--- src/rtl/io_bus_ctrl.sv ---
// Bridges the RisKy1 core I/O port onto NUM_DEV memory-mapped peripheral slots:
// decode, one access at a time, device handshake with timeout, single-cycle ack/fault back to the core.
module io_bus_ctrl #(
    parameter int          A_SZ    = 32,
    parameter int          D_SZ    = 32,
    parameter int          NUM_DEV = 4,
    parameter int          DEV_LSB = 12,
    parameter logic [3:0]  REGION  = 4'hF,
    parameter int          TIMEOUT = 255
) (
    input  logic                    clk_in,
    input  logic                    reset_in,
    input  logic                    io_req,
    input  logic [A_SZ-1:0]         io_addr,
    input  logic                    io_rd,
    input  logic                    io_wr,
    input  logic [D_SZ-1:0]         io_wr_data,
    output logic                    io_ack,
    output logic                    io_ack_fault,
    output logic [D_SZ-1:0]         io_rd_data,
    output logic [NUM_DEV-1:0]      dev_sel,
    output logic [A_SZ-1:0]         dev_addr,
    output logic                    dev_rd,
    output logic                    dev_wr,
    output logic [D_SZ-1:0]         dev_wr_data,
    input  logic [NUM_DEV-1:0]      dev_ack,
    input  logic [NUM_DEV-1:0]      dev_fault,
    input  logic [NUM_DEV*D_SZ-1:0] dev_rd_data
);

    localparam int IDX_W = (NUM_DEV > 1) ? $clog2(NUM_DEV) : 1;
    localparam int CNT_W = $clog2(TIMEOUT + 1);
    localparam logic [CNT_W-1:0] CNT_LAST = CNT_W'(TIMEOUT - 1);

    typedef enum logic [2:0] {
        ST_IDLE,
        ST_ACCESS,
        ST_RESP,
        ST_FAULT,
        ST_WAIT
    } state_t;

    state_t              state_q, state_d;
    logic [CNT_W-1:0]    cnt_q, cnt_d;
    logic [NUM_DEV-1:0]  dev_sel_q, dev_sel_d;
    logic [A_SZ-1:0]     dev_addr_q, dev_addr_d;
    logic                dev_rd_q, dev_rd_d;
    logic                dev_wr_q, dev_wr_d;
    logic [D_SZ-1:0]     dev_wr_data_q, dev_wr_data_d;
    logic [D_SZ-1:0]     io_rd_data_q, io_rd_data_d;

    logic [IDX_W-1:0]    req_idx;
    logic [NUM_DEV-1:0]  req_onehot;
    logic                req_ok;
    logic                sel_ack;
    logic                sel_fault;
    logic [D_SZ-1:0]     sel_rd_data;

    // With a single slot there is no index field in the address.
    generate
        if (NUM_DEV > 1) begin : g_idx
            assign req_idx = io_addr[DEV_LSB +: IDX_W];
        end else begin : g_idx_single
            assign req_idx = '0;
        end
    endgenerate

    assign req_onehot = NUM_DEV'(1) << req_idx;
    assign req_ok     = (io_addr[A_SZ-1 -: 4] == REGION)
                      && (io_rd != io_wr)
                      && ({{(32-IDX_W){1'b0}}, req_idx} < 32'(NUM_DEV));

    // Only the slot we selected may finish the access.
    assign sel_ack   = |(dev_ack & dev_sel_q);
    assign sel_fault = |(dev_fault & dev_sel_q);

    always_comb begin
        sel_rd_data = '0;
        for (int k = 0; k < NUM_DEV; k++) begin
            if (dev_sel_q[k]) begin
                sel_rd_data = sel_rd_data | dev_rd_data[k*D_SZ +: D_SZ];
            end
        end
    end

    always_ff @(posedge clk_in or negedge reset_in) begin
        if (!reset_in) begin
            state_q       <= ST_IDLE;
            cnt_q         <= '0;
            dev_sel_q     <= '0;
            dev_addr_q    <= '0;
            dev_rd_q      <= 1'b0;
            dev_wr_q      <= 1'b0;
            dev_wr_data_q <= '0;
            io_rd_data_q  <= '0;
        end else begin
            state_q       <= state_d;
            cnt_q         <= cnt_d;
            dev_sel_q     <= dev_sel_d;
            dev_addr_q    <= dev_addr_d;
            dev_rd_q      <= dev_rd_d;
            dev_wr_q      <= dev_wr_d;
            dev_wr_data_q <= dev_wr_data_d;
            io_rd_data_q  <= io_rd_data_d;
        end
    end

    always_comb begin
        state_d = state_q;
        case (state_q)
            ST_IDLE: begin
                if (io_req) begin
                    state_d = req_ok ? ST_ACCESS : ST_FAULT;
                end
            end
            ST_ACCESS: begin
                if (!io_req) begin
                    state_d = ST_IDLE;
                end else if (sel_fault) begin
                    state_d = ST_FAULT;
                end else if (sel_ack) begin
                    state_d = ST_RESP;
                end else if (cnt_q == CNT_LAST) begin
                    state_d = ST_FAULT;
                end
            end
            ST_RESP:  state_d = ST_WAIT;
            ST_FAULT: state_d = ST_WAIT;
            ST_WAIT:  state_d = ST_IDLE;
            default:  state_d = ST_IDLE;
        endcase
    end

    // Device-side registers are only non-zero while an access is in flight.
    always_comb begin
        cnt_d         = cnt_q;
        dev_sel_d     = '0;
        dev_addr_d    = '0;
        dev_rd_d      = 1'b0;
        dev_wr_d      = 1'b0;
        dev_wr_data_d = '0;
        io_rd_data_d  = io_rd_data_q;
        if (state_q == ST_IDLE && state_d == ST_ACCESS) begin
            cnt_d         = '0;
            dev_sel_d     = req_onehot;
            dev_addr_d    = io_addr;
            dev_rd_d      = io_rd;
            dev_wr_d      = io_wr;
            dev_wr_data_d = io_wr_data;
        end else if (state_q == ST_ACCESS && state_d == ST_ACCESS) begin
            dev_sel_d     = dev_sel_q;
            dev_addr_d    = dev_addr_q;
            dev_rd_d      = dev_rd_q;
            dev_wr_d      = dev_wr_q;
            dev_wr_data_d = dev_wr_data_q;
            if (cnt_q != {CNT_W{1'b1}}) begin
                cnt_d = cnt_q + 1'b1;
            end
        end
        if (state_q == ST_ACCESS && state_d == ST_RESP) begin
            io_rd_data_d = dev_rd_q ? sel_rd_data : '0;
        end
        if (state_d == ST_FAULT) begin
            io_rd_data_d = '0;
        end
    end

    always_comb begin
        io_ack       = 1'b0;
        io_ack_fault = 1'b0;
        case (state_q)
            ST_RESP:  io_ack       = 1'b1;
            ST_FAULT: io_ack_fault = 1'b1;
            default: ;
        endcase
    end

    assign io_rd_data  = io_rd_data_q;
    assign dev_sel     = dev_sel_q;
    assign dev_addr    = dev_addr_q;
    assign dev_rd      = dev_rd_q;
    assign dev_wr      = dev_wr_q;
    assign dev_wr_data = dev_wr_data_q;

endmodule

--- config.mk ---
export PLATFORM = sky130hd
export DESIGN_NAME = io_bus_ctrl
export DESIGN_NICKNAME = d
export VERILOG_FILES = /design/src/rtl/io_bus_ctrl.sv
export SDC_FILE = /design/constraint.sdc
export NUM_CORES = 1
export LEC_CHECK = 0
export ABC_AREA = 1
export CORE_MARGIN = 3
export CORE_UTILIZATION = 29
export CTS_BUF_LIST = sky130_fd_sc_hd__clkbuf_2
export CTS_CLUSTER_SIZE = 20
export DETAILED_ROUTE_END_ITERATION = 6
export PLACE_DENSITY = 0.69
export SYNTH_ARGS = -nofsm -noshare
export SYNTH_HDL_FRONTEND = slang
export SYNTH_SLANG_ARGS = --single-unit
--- constraint.sdc ---
create_clock -name clk_in -period 1.4 [get_ports clk_in]
set_input_delay 0.14 -clock clk_in [delete_from_list [all_inputs] [get_ports clk_in]]
set_output_delay 0.14 -clock clk_in [all_outputs]
set_load 0.005 [all_outputs]
==> reports/results.ini <==
[status]
status=finished, violations left
violations=negative setup slack

[die]
core_um2=18770
start_util_pct=29.63
die_w_um=144.5
die_area_um2=20870
die_h_um=144.5
rows=50
io_pins=309

[timing]
clock_skew_ns=0.03402
hold_violations=0
max_freq_mhz=514.9
maxSlewHeadroom_pct=64.27
post-route-period-util_pct=138.7
fin_crit_ns=1.942
worst_pin_slew_ns=0.5359
hold_slack_ns=0.1214
finalMaxSlewViolations=0
rsz0062_at_grt=true
fin_ws_ns=-0.5422
setup_viol=138

[worst_setup_path]
worst-path-buf-inv=5
rrSetupSlack_ns=-0.54
crit_type=reg2reg
cp.required_ns=2.05
crit_family=simple AND/OR/NAND/NOR gates
crit_slowest_cell=dfrtp_1
reg2regPathDepth=13
worst_path_largest_cell_delay_ns=0.44
crit_arrival_ns=2.59
cp-end-kind=flop
r2r-end=dev_wr_data[19]
reg2reg_from=state_q[0]
critPathLaunch=state_q[0]
start_kind=flop
cp_cell_sequence=buf_6 > buf_4 > nand2_2 > inv_1 > nand2_2 > nor2_4 > nor2_4 > nand2_4 > buf_12 > nor2_8 > clkbuf_16 > nand2_1 > nand2_1
crit_fanout=18

[yosys]
synthArstFlopShare_pct=100.0
synth_cell_types=24
avgSynthCellArea_um2=7.545
seq_area_frac_synth_pct=50.86
dominantRegCellSynth=dfrtp_1
syn-num-nets=944
yosys-top-cells-area=dfrtp_1, nand2_1, nand4_1
synth.top_cell.area_share_pct=50.86
ys_seq_elements=113
synth.most_common_cell=nand2_1
yosys_warnings=0
synth_area_um2=5560
yosys-top-cells-count=nand2_1, dfrtp_1, nand4_1
yosys.area.top_type=dfrtp_1
synth_edf_count=0
netlist_instances=737

[placed_design]
placed_area_um2=9070
finalWeightedCongestion=0.8257
dp.cells=1276
dp_slack_ns=-0.6476
dp_hpwl_um=14710
numPortBuffers=308

[hold_path]
min_path_type=in2reg
min_from=dev_rd_data[30]
hold_end=io_rd_data[30]
holdPathStages=5

[cells_and_area]
syn2layout_area_growth_pct=93.95
fillCellCount=1624
multiInputGateArea_um2=2713
layout-drive-gt1-share_pct=28.83
regArea_um2=2831
final_nets=1415
postLayoutCellArea_um2=10780
instances_no_fill=1455
diodes=0
final_core_util_pct=57.46

[pwr]
clock_power_share_pct=19.3
seqPwrFrac_pct=34.6
power_frac_comb_pct=46.1
power_leakage_nw=5.768
power.density_nw_per_um2=1063
switching_share_pct=38.18
ir_drop_mv=0.6497
p_switching_w=0.004375
internal-power_w=0.007085

[detailed_routing]
ant_nets=0
dr_total_vias=6809
drcViolationCount=0
firstDrtPassIters=4
drtIter0Drc=284
drt-total-wl_um=24210
routedWlPerCell_um=16.64
viasPerCell=4.680

[grt]
grt_pass1_wl_um=33450
grt_max_degree=72
grt_pass1_vias=6548
antenna_found_initial=0
grt.overflow.total=0
grt_usage_pct=20.70

[cts]
cts_num_sinks=113
cts-buffers-inserted=17
htreeDepth=4
cts_tree=built
root_buffer=clkbuf_2
clk_latency_ns=0.70
clkTransAtPathRegs_ns=0.22
cts_buffer_depth=2

[flow_run]
cap_violations=0

==> power groups by stage <==
stage | sequential (W) | combinational, W | clock, W
floorplan | 0.00402 | 0.00164 | 0
global placement | 0.00400 | 0.00389 | 0
detailed placement | 0.00401 | 0.00389 | 0
CTS | 0.00393 | 0.00447 | 0.00229
global route | 0.00402 | 0.00566 | 0.00243
finish | 0.00397 | 0.00528 | 0.00221
==> worst max path at each step <==
stage | slack, ns | cells past startpoint | endpoint
6_report | -0.54 | 13 | dev_wr_data[19]
3_3_place_gp | -0.61 | 10 | cnt_q[7]
5_1_grt | -0.66 | 13 | dev_wr_data[27]
3_5_place_dp | -0.65 | 10 | cnt_q[4]
4_1_cts | -0.50 | 13 | dev_addr[27]
2_1_floorplan | -0.16 | 11 | dev_rd
==> logic make-up after synthesis <==
group	Yosys count	synth area share [%]
AOI/OAI and AO/OA	3	0.3601
adders and majority gates	2	0.4500
buffers and inverters	68	6.188
DFF	113	50.86
xor gates and xnor gates	4	0.6300
and+or+nand+nor	547	41.52
==> final cells by class <==
class	instances	share of cell area (%)
clock buffers	17	0.7890
clock inverters	15	1.381
inverters	23	0.8006
multi-input cells	557	25.15
flip-flops and latches	113	26.26
well taps	234	2.715
repair buffers	496	42.91
==> what timing repair did <==
action,in CTS,in global routing
gates resized for setup,474,88
endpoints found under the setup margin,215,216
pin swaps,10,34
cloned,6,8
hold endpoints to repair,173,0
hold buffers,62,0
buffers inserted,34,42
==> stage by stage <==
step                total power [W]  TNS [ns]
floorplan                  0.005664    -13.72
global placement           0.007890    -49.83
detailed placement         0.007901    -51.47
CTS                         0.01069    -59.00
global route                0.01211    -77.44
finish                      0.01146    -54.79
==> registers in the layout, summed over array words and instances, names as in the netlist <==
register,cells
cnt_q,8
dev_addr,32
dev_rd,1
dev_sel,4
dev_wr,1
dev_wr_data,32
io_rd_data,32
state_q,3
==> worst register-to-register path, cell delays in order, from the launching register on <==
cell and delay [ns]:
dfrtp_1 0.44, buf_6 0.13, buf_4 0.13, nand2_2 0.09, inv_1 0.05, nand2_2 0.11
nor2_4 0.06, nor2_4 0.12, nand2_4 0.09, buf_12 0.13, nor2_8 0.17, clkbuf_16 0.22
nand2_1 0.06, nand2_1 0.08
==> cell usage in the layout, fill, tap and decap left out, types with 5 or more instances in the layout <==
master / n
nand2_1: 380
clkdlybuf4s50_1: 203
dfrtp_1: 110
buf_2: 95
buf_4: 85
nand4_1: 76
dlygate4sd3_1: 62
nand2_2: 47
buf_6: 24
clkbuf_2: 18
inv_1: 17
buf_12: 14
nand2_4: 13
nor2_1: 10
nor2_4: 8
inv_2: 6
clkbuf_16: 6
clkinv_4: 5
==> routing by layer <==
layer	GRT usage [%]	vias up	part of all wire, %
li1	-	3292	-
met1	23.33	3165	39
met2	35.36	306	49
met3	7.341	46	9.4
met4	9.082	0	3.0
met5	0	-	0
No activity file was read; power rests on OpenSTA's default activity.
==> RTL change, RTL diff (config.mk and constraints unchanged) <==
`TIMEOUT`: 255 -> 510.
--- a/src/rtl/io_bus_ctrl.sv
+++ b/src/rtl/io_bus_ctrl.sv
@@ -8,3 +8,3 @@
     parameter logic [3:0]  REGION  = 4'hF,
-    parameter int          TIMEOUT = 255
+    parameter int          TIMEOUT = 510
 ) (
Check against the original RTL: same outputs for any inputs over 4 cycles, from zero or initial values and one cycle with reset_in low; that may be too few to reach the edited logic, so the function may still have changed.
==> RTL change against the unedited design <==
- the flow still finishes with violations (setup timing)
- total power shrank 3.4%
- cell count grew 5.5%
- wire length grew 19%
- sequential cell count grew 1
- sequential share of layout area shrank 3.0 points
- worst setup slack gained 0.11 ns
- final area grew 14%
- area after synthesis grew 3.8%
==> RTL change: results (changes against the unedited design) <==
met1 Usage GRT 27.34% (+4.0 points); cells after synthesis 742 (+0.68%); Layout clock area frac 1.895% (-0.27 points); Core Area 19,140 um^2 (+2.0%); Final #Nets 1,469 (+3.8%); FILL cells 1,544 (-4.9%); Post-DP Area 9776 um^2 (+7.8%); largest net degree at the start of global routing 65 (-9.7%); nonclk buf count 558 (+13%); Seq cells post-synth 114 (+0.88%); DR WL met2 14,360 um (+21%); sequential fraction of the synthesis area 49.43% (-1.4 points); GRT met3 Usage 8.729% (+1.4 points); GPL Wtd Cong 0.8050 (-2.5%); failing checks setup timing; Arrival @ worst endpoint 2.49 ns (-0.10 ns); Area contributors post-synth dfrtp_1 49%, nand2_1 20%, nand3_1 15%; routed length per placed instance 18.78 um (+13%); Post-Syn Nets 950 (+0.64%); detailed-route vias per instance 4.987 (+6.6%); dpl hpwl 16,940 um (+15%); via count 7,655 (+12%); initial antenna violation count 2 (+2); Top Layer Used met5; post-route setup slack -0.4360 ns (+0.1062 ns); placed cells 1,317 (+3.2%); met2 GRT Util 40.05% (+4.7 points); Worst VDD drop 0.5547 mV (-15%); Setup Skew 0.04425 ns (+0.01023 ns); DR pass1 iterations 6 (+2); Signal inverters 19 (-17%); Place WS -0.6555 ns (-0.007889 ns); layout cells sized above 1 38.15% (+9.3 points); vias in the first global route 7,393 (+13%); fraction of area in multi-input gates 27.29% (+2.1 points); status complete, but fails checks; Commonest cells post-synth 305 x nand2_1, 172 x nand3_1, 114 x dfrtp_1; Tot GR Track Use 23.38% (+2.7 points); diode count 1 (+1); Iteration-0 DRC Markers 371 (+31%); sequential share of cell area 23.25% (-3.0 points); first-pass GRT wire length 40,110 um (+20%); Setup violations, final 173 (+25%); M1 WL 11,000 um (+17%); Layout non-clock buf frac 44.29% (+1.4 points); DR WL met3 2718 um (+19%); footprint of the multi-input gates 3351 um^2 (+24%); multi-input gates 551 (-1.1%); Worst Tran Pin Value 0.4532 ns (-0.08273 ns)
RTL change: report_power, final:
part | internal (mW) | switching [mW]
clock network | 0.690 | 1.55
logic | 2.68 | 2.42
registers | 3.54 | 0.186
RTL change: logic make-up (layout without fill, tap and decap cells):
logic type               Yosys count  count (layout)  synth area share, %
flip-flops                       114             114                49.43
AND/OR/NAND/NOR                  505             505                37.50
adder cells (fa/ha/maj)            3               3               0.6504
XOR/XNOR                           5               5               0.7587
buffers and inverters             77             609                6.048
other                              0               1                    0
AO/OA/AOI/OAI                     38              38                5.615
RTL change: timing repair:
action,in CTS,in global routing
hold buffers,63,0
gates resized for setup,508,110
cloned,10,11
endpoints found under the hold margin,176,0
buffers inserted,57,50
pin swaps,18,78
setup endpoints to repair,216,216
RTL change: worst max-delay path: stages (launching register included):
cell     delay [ns]
dfrtp_1        0.45
buf_12         0.16
nand2_4        0.06
nand3_4        0.10
nor2_4         0.13
nand3_4        0.11
a21oi_4        0.16
buf_12         0.14
buf_12         0.15
buf_12         0.15
nand3_2        0.09
nand2_1        0.09
RTL change: path summary, 6_finish.rpt:
path	cells after the start	endpoint	slack (ns)	start
max reg2reg	11	dev_wr_data[28]$_DFFE_PN0P_	-0.44	dev_sel[1]$_DFFE_PN0P_
min	3	dev_addr[13]$_DFFE_PN0P_	0.12	io_addr[13]
min reg2reg	2	io_rd_data[31]$_DFFE_PN0P_	0.50	io_rd_data[31]$_DFFE_PN0P_
min in group asynchronous	4	dev_addr[27]$_DFFE_PN0P_	0.57	reset_in
max	11	dev_wr_data[28]$_DFFE_PN0P_	-0.44	dev_sel[1]$_DFFE_PN0P_
max in group asynchronous	4	cnt_q[6]$_DFFE_PN0P_	0.45	reset_in
